## src/rtl/serial_sub.sv

```systemverilog
`default_nettype none
// ============================================================================
//  Module   : serial_sub
//  Purpose  : Bit-serial two's-complement subtractor, Diff = x - y - b,
//             processed one bit per clock, LSB first, with start/busy/done
//             handshake, borrow-out and signed-overflow flags.
//  Ports    : clk, rst          - clock, synchronous active-high reset
//             start             - request, accepted only when not busy
//             x, y, b           - minuend, subtrahend, borrow-in (latched)
//             busy              - high while bits are being processed
//             done              - one-cycle pulse, result valid
//             Diff, Borrow, Over- difference, borrow out of MSB, overflow
//  Revision : 1.0 - initial release
// ============================================================================
module serial_sub #(
    parameter int N = 4
) (
    input  logic         clk,
    input  logic         rst,
    input  logic         start,
    input  logic [N-1:0] x,
    input  logic [N-1:0] y,
    input  logic         b,
    output logic         busy,
    output logic         done,
    output logic [N-1:0] Diff,
    output logic         Borrow,
    output logic         Over
);

    localparam int              c_KW     = $clog2(N);
    localparam logic [c_KW-1:0] c_K_LAST = c_KW'(N - 1);

    typedef enum logic [1:0] {
        S_IDLE = 2'd0,
        S_RUN  = 2'd1,
        S_DONE = 2'd2
    } state_t;

    state_t            r_state;
    state_t            w_state_nxt;

    logic [N-1:0]      r_x;
    logic [N-1:0]      r_y;
    logic              r_br;
    logic [c_KW-1:0]   r_k;
    logic [N-1:0]      r_diff;
    logic              r_borrow;
    logic              r_over;

    logic              w_accept;
    logic              w_last;
    logic              w_d;
    logic              w_br_nxt;

    // A start in RUN is ignored; IDLE and DONE both accept.
    assign w_accept = start && (r_state != S_RUN);
    assign w_last   = (r_state == S_RUN) && (r_k == c_K_LAST);

    // Full-subtractor on the current LSBs of the shifting operands.
    assign w_d      = r_x[0] ^ r_y[0] ^ r_br;
    assign w_br_nxt = (~r_x[0] & r_y[0]) | (~r_x[0] & r_br) | (r_y[0] & r_br);

    // ------------------------------------------------------------------
    // State register
    // ------------------------------------------------------------------
    always_ff @(posedge clk) begin
        if (rst) begin
            r_state <= S_IDLE;
        end else begin
            r_state <= w_state_nxt;
        end
    end

    // ------------------------------------------------------------------
    // Next-state logic
    // ------------------------------------------------------------------
    always_comb begin
        w_state_nxt = r_state;
        case (r_state)
            S_IDLE: begin
                if (start) begin
                    w_state_nxt = S_RUN;
                end
            end
            S_RUN: begin
                if (r_k == c_K_LAST) begin
                    w_state_nxt = S_DONE;
                end
            end
            S_DONE: begin
                w_state_nxt = start ? S_RUN : S_IDLE;
            end
            default: begin
                w_state_nxt = S_IDLE;
            end
        endcase
    end

    // ------------------------------------------------------------------
    // Datapath: operand shift registers, borrow flop, result register
    // ------------------------------------------------------------------
    always_ff @(posedge clk) begin
        if (rst) begin
            r_x      <= '0;
            r_y      <= '0;
            r_br     <= 1'b0;
            r_k      <= '0;
            r_diff   <= '0;
            r_borrow <= 1'b0;
            r_over   <= 1'b0;
        end else if (w_accept) begin
            r_x  <= x;
            r_y  <= y;
            r_br <= b;
            r_k  <= '0;
        end else if (r_state == S_RUN) begin
            r_x    <= r_x >> 1;
            r_y    <= r_y >> 1;
            r_br   <= w_br_nxt;
            r_k    <= r_k + 1'b1;
            // Result enters at the MSB and moves down; after N shifts the
            // first computed bit sits at bit 0.
            r_diff <= {w_d, r_diff[N-1:1]};
            if (w_last) begin
                r_borrow <= w_br_nxt;
                // On the last bit r_br is still the borrow into the MSB.
                r_over   <= r_br ^ w_br_nxt;
            end
        end
    end

    assign busy   = (r_state == S_RUN);
    assign done   = (r_state == S_DONE);
    assign Diff   = r_diff;
    assign Borrow = r_borrow;
    assign Over   = r_over;

endmodule
`default_nettype wire

```

## config.mk

```make
export PLATFORM = sky130hd
export DESIGN_NAME = serial_sub
export DESIGN_NICKNAME = d
export VERILOG_FILES = /design/src/rtl/serial_sub.sv
export SDC_FILE = /design/constraint.sdc
export NUM_CORES = 1
export LEC_CHECK = 0
export ABC_AREA = 0
export BUFFER_PORTS_ARGS = -buffer_cell sky130_fd_sc_hd__buf_4
export CORE_AREA = 2 2 42 52
export CTS_CLUSTER_SIZE = 30
export DETAILED_ROUTE_END_ITERATION = 16
export DIE_AREA = 0 0 44 54
export PLACE_DENSITY_LB_ADDON = 0.12
export SKIP_CTS_REPAIR_TIMING = 1
export SLEW_MARGIN = 20
export SYNTH_ARGS = -nofsm -noshare
export SYNTH_HDL_FRONTEND = slang
export SYNTH_SLANG_ARGS = --single-unit
```

## constraint.sdc

```tcl
create_clock -name clk -period 2.1 [get_ports clk]
set_input_delay 0.21 -clock clk [delete_from_list [all_inputs] [get_ports clk]]
set_output_delay 0.21 -clock clk [all_outputs]
set_load 0.05 [all_outputs]
```

Word level (Yosys, flattened, before mapping)
Index checks and enable logic that the tools add are counted.

Flip-flop bits (word level): 19. Bits of input ports: 12. Word-level logic and storage cells: 43. Bits in read-only memories: 0. Bits in latches: 0. Memories: 0. Memory bits (writable): 0.

Bitwise gates (word level): 10. Div/mod/pow operators: 0. Equal/unequal tests: 6. Reduce and logical (&&, ||, !) cells: 8. Mux-type cells: 10. Magnitude comparators: 0. Add/sub/neg operators: 1. Multipliers: 0. Shifts and indexed selects: 0.

Operators by type and width (number): 4-bit two-way mux (4); 2-bit one-hot mux with 3 select lines (1); 2-bit equality test (second input constant) (2); 2-bit two-way mux (2); 2-bit by 1-bit != test with 1-bit output (second input constant) (2); 2-bit AND reduction (2); 1-bit bitwise AND (3); 1-bit two-way mux (3); 3-bit AND reduction (1); 1-bit XOR (3); 2-bit by 1-bit adder with 2-bit output (second input constant) (1); 2-bit by 1-bit equality test with 1-bit output (second input constant) (1); 1-bit logical AND (2); 2-bit zero test (1); 2-bit != test (second input constant) (1); 1-bit NOT (2); 1-bit bitwise OR (2); 2-bit nonzero test (1); 2-bit OR reduction (1).

Depth between registers and ports, before layout
Word-level depth: 6. Depth in mapped cells: 5.

Worst setup path after synthesis
Ideal clock, no wire load.

Kind: register -> register. From: register r_x[0]. To: register r_over (netlist: Over). Cell stages (with the launch flop): 6. Clock period less this slack: 1.240 ns. Path buffers: 0. Library setup time: 0.070 ns. Arrival: 1.170 ns. Required time: 2.030 ns. Setup slack: 0.860 ns. Cell sequence: dfxtp_1 inv_1 fa_1 xor2_1 nand3_1 a21oi_1.

Word-level cells in the longest chain between the ends: 5. Elaborated cells on any way between the ends: 6.

RTL lines: from (decl) (line 43) `logic [N-1:0] r_x;`; from (signal assigned) (line 118) `r_x <= r_x >> 1;`; 1-bit NOT * (line 62) `assign w_br_nxt = (~r_x[0] & r_y[0]) | (~r_x[0] & r_br) | (r_y[0] & r_br);`; 1-bit bitwise AND (line 62); 1-bit bitwise OR * (2 in a row) (line 62); named net w_br_nxt (line 54) `logic w_br_nxt;`; 1-bit XOR * (line 128) `r_over <= r_br ^ w_br_nxt;`; to (signal assigned) (line 128); to (decl) (line 49) `logic r_over;`.

Mark *: on every way through the listed nets, which the timed path passes. The rest lies on a longest branch. A chain may end at the register's enable or synchronous reset.

Final worst setup path
From: register r_state[1]. To: output busy.

Word-level cells in the longest chain between the ends: 1.

RTL lines: from (decl) (line 40) `state_t r_state;`; from (signal assigned) (line 71) `r_state <= w_state_nxt;`; 2-bit by 1-bit equality test with 1-bit output (line 133) `assign busy = (r_state == S_RUN);`; to (decl) (line 24) `output logic busy,`.

No other way between the ends.

==> results.py <==
metrics = {
    "outcome": {
        "status": "finished, final reports clean",
    },
    "clock_network": {
        "cts_root_buffer": "clkbuf_4",
        "clk_pin_slew_worst_paths_ps": 100,
        "cts_max_level": 1,
        "cts.sinks": 19,
        "cts_buffers": 3,
        "clk_latency_ps": 290,
        "cts_tree": "built",
        "cts_buffer_depth": 2,
    },
    "synthesis": {
        "yosys_register_bits": 19,
        "synth.top_cells.by_area": "dfxtp_1, mux2i_1, a211oi_1, nor2_1, a21oi_1",
        "yosysWarnings": 0,
        "synthCells": 85,
        "synth_area_leader_cell": "dfxtp_1",
        "ys_seq_area_frac": 0.473,
        "syn-cell-area_sq_um": 805,
        "ys_types": 20,
        "synthesis.nets": 99,
        "syn_avg_cell_area_sq_um": 9.46,
        "synth_top_cell_area_share": 0.473,
    },
    "drt": {
        "vias_per_cell": 4.99,
        "dr.pass1.iters": 2,
        "wl_um": 1440,
        "antenna_left": 0,
        "drcViolationCount": 0,
        "vias": 614,
        "drtIter0Drc": 5,
        "wl_per_cell_um": 11.7,
    },
    "sta": {
        "tightest_slew_ps": 206,
        "tns_ps": 0,
        "finalClockSkew_ps": 0.960,
        "max-slew-margin-rel": 0.863,
        "rsz0062_at_grt": "false",
        "period_share": 0.673,
        "fmax_mhz": 707,
        "setup_viol_count_final": 0,
        "hold_viol_final": 0,
        "fin_crit_ps": 1410,
        "setup_ws_ps": 686,
        "slew_violations": 0,
        "hold_ws_ps": 209,
    },
    "cells_and_area": {
        "layout_commonest_cell": "buf_4",
        "fin_cells": 123,
        "num-fill-cells": 196,
        "layout_common_cells": "buf_4, dfxtp_1, nor2_1, mux2i_1, nand2_1",
        "nets": 118,
        "n_antenna_cell": 0,
        "area_growth_pct": 19.4,
        "layout-drive-gt1-share": 0.233,
    },
    "grt": {
        "grt_overflow_total": 0,
        "grt_pass1_vias": 515,
        "grt_first_pass_wirelength_um": 2290,
        "antenna_found_initial": 0,
        "grt_max_degree": 21,
        "grtUsageTotal": 0.134,
    },
    "critical_path": {
        "startpoint": "r_state[1]",
        "worstRegToRegCells": 5,
        "start_kind": "flop",
        "reg2reg_setup_slack_ps": 770,
        "cp.required_ps": 1890,
        "crit_fanout": 12,
        "path_class": "flop to primary output",
        "arrival_ps": 1200,
        "cp_cell_sequence": "nand2b_1, inv_2, buf_4",
        "endpoint_kind": "primary output",
        "r2r_end": "Over",
        "crit_slowest_cell": "dfxtp_1",
        "cp-endpoint": "busy",
        "reg2reg_from": "r_x[0]",
        "critical_path.max_stage_delay_ps": 330,
    },
    "die": {
        "initial_core_util": 0.415,
        "rows": 18,
        "ios": 20,
        "fp.coreArea_sq_um": 1940,
        "die_x_um": 44,
        "die_h_um": 54,
        "design.die.area_sq_um": 2380,
    },
    "power": {
        "pwr_density_cell_nw_per_um2": 726,
        "power.leakage_nw": 0.422,
        "peakVddDrop_v": 0.000404,
    },
    "place": {
        "placedCellCount": 119,
        "portBuffers": 19,
        "place_ws_ps": 784,
        "gp_congestion": 0.685,
        "dp_hpwl_um": 1000,
    },
    "job": {
        "maxCapViolations": 0,
    },
    "hold_path": {
        "min_path_type": "primary input to flop",
    },
}
## report_power, final
part           switching (mW)  internal, mW
combinational          0.0678        0.0524
sequential             0.0142         0.382
clock                   0.107        0.0737
total                   0.189         0.508
## registers in the layout (all words and copies together) (netlist names)
name / count
Over: 1
r_br: 1
r_k: 2
Borrow: 1
r_y: 4
r_state: 2
Diff: 4
r_x: 4
## critical path: cells and delay by family (launching register included)
family,cells,cell delay (ps)
buf+inv,2,420
flops,1,330
simple gates,1,160
## worst min-delay path by stage
stage	cells after the start	startpoint	to
finish	3	x[3]	r_x[3]
detailed placement	2	Over	Over
global placement	2	Over	Over
global route	3	y[3]	r_y[3]
CTS	3	y[3]	r_y[3]
floorplan	2	x[3]	r_x[3]
## cell type report
type | instances | area [sq um] | share of cell area
Clock buffer | 4 | 26.3 | 0.0273
Sequential cell | 19 | 380 | 0.396
Multi-Input combinational cell | 57 | 368 | 0.383
Inverter | 3 | 11.3 | 0.0117
Tap cell | 20 | 25.0 | 0.0260
Timing Repair Buffer | 20 | 150 | 0.156
## synthesized netlist by cell type
cell / number
nand2b_1: 2
buf_6: 2
nand3_1: 2
ha_1: 1
nand3b_1: 3
buf_2: 3
inv_1: 2
nand2_1: 9
nor2b_1: 1
fa_1: 1
dfxtp_1: 19
mux2i_1: 9
a2bb2oi_1: 1
buf_4: 1
inv_2: 1
a211oi_1: 8
nor2_1: 10
nor3_1: 2
xor2_1: 1
a21oi_1: 7
## metal layers
layer	up-vias	global-route usage	part of all wire
met2	10	0.211	0.48
li1	326	-	-
met5	-	0	0
met1	276	0.168	0.47
met4	0	0.0909	0.013
met3	2	0.0201	0.029
## cell families (layout without fill, tap and decap cells)
logic type                 Yosys count  after routing  share of synthesized area
AOI/OAI and AO/OA                   16             16                      0.129
xor gates and xnor gates             1              1                     0.0109
adders and majority gates            2              2                     0.0404
buffers and inverters                9             27                     0.0700
DFF                                 19             19                      0.473
muxes                                9              9                      0.112
and+or+nand+nor                     29             29                      0.165
## stage by stage
stage / power [mW] / utilization / cell area (sq um)
floorplan: 0.493 / - / 805
global placement: 0.525 / 0.483 / 935
detailed placement: 0.527 / 0.483 / 935
CTS: 0.708 / 0.496 / 961
global route: 0.735 / 0.496 / 961
finish: 0.698 / 0.496 / 961
Note: power is estimated with default switching activity, not from simulation.
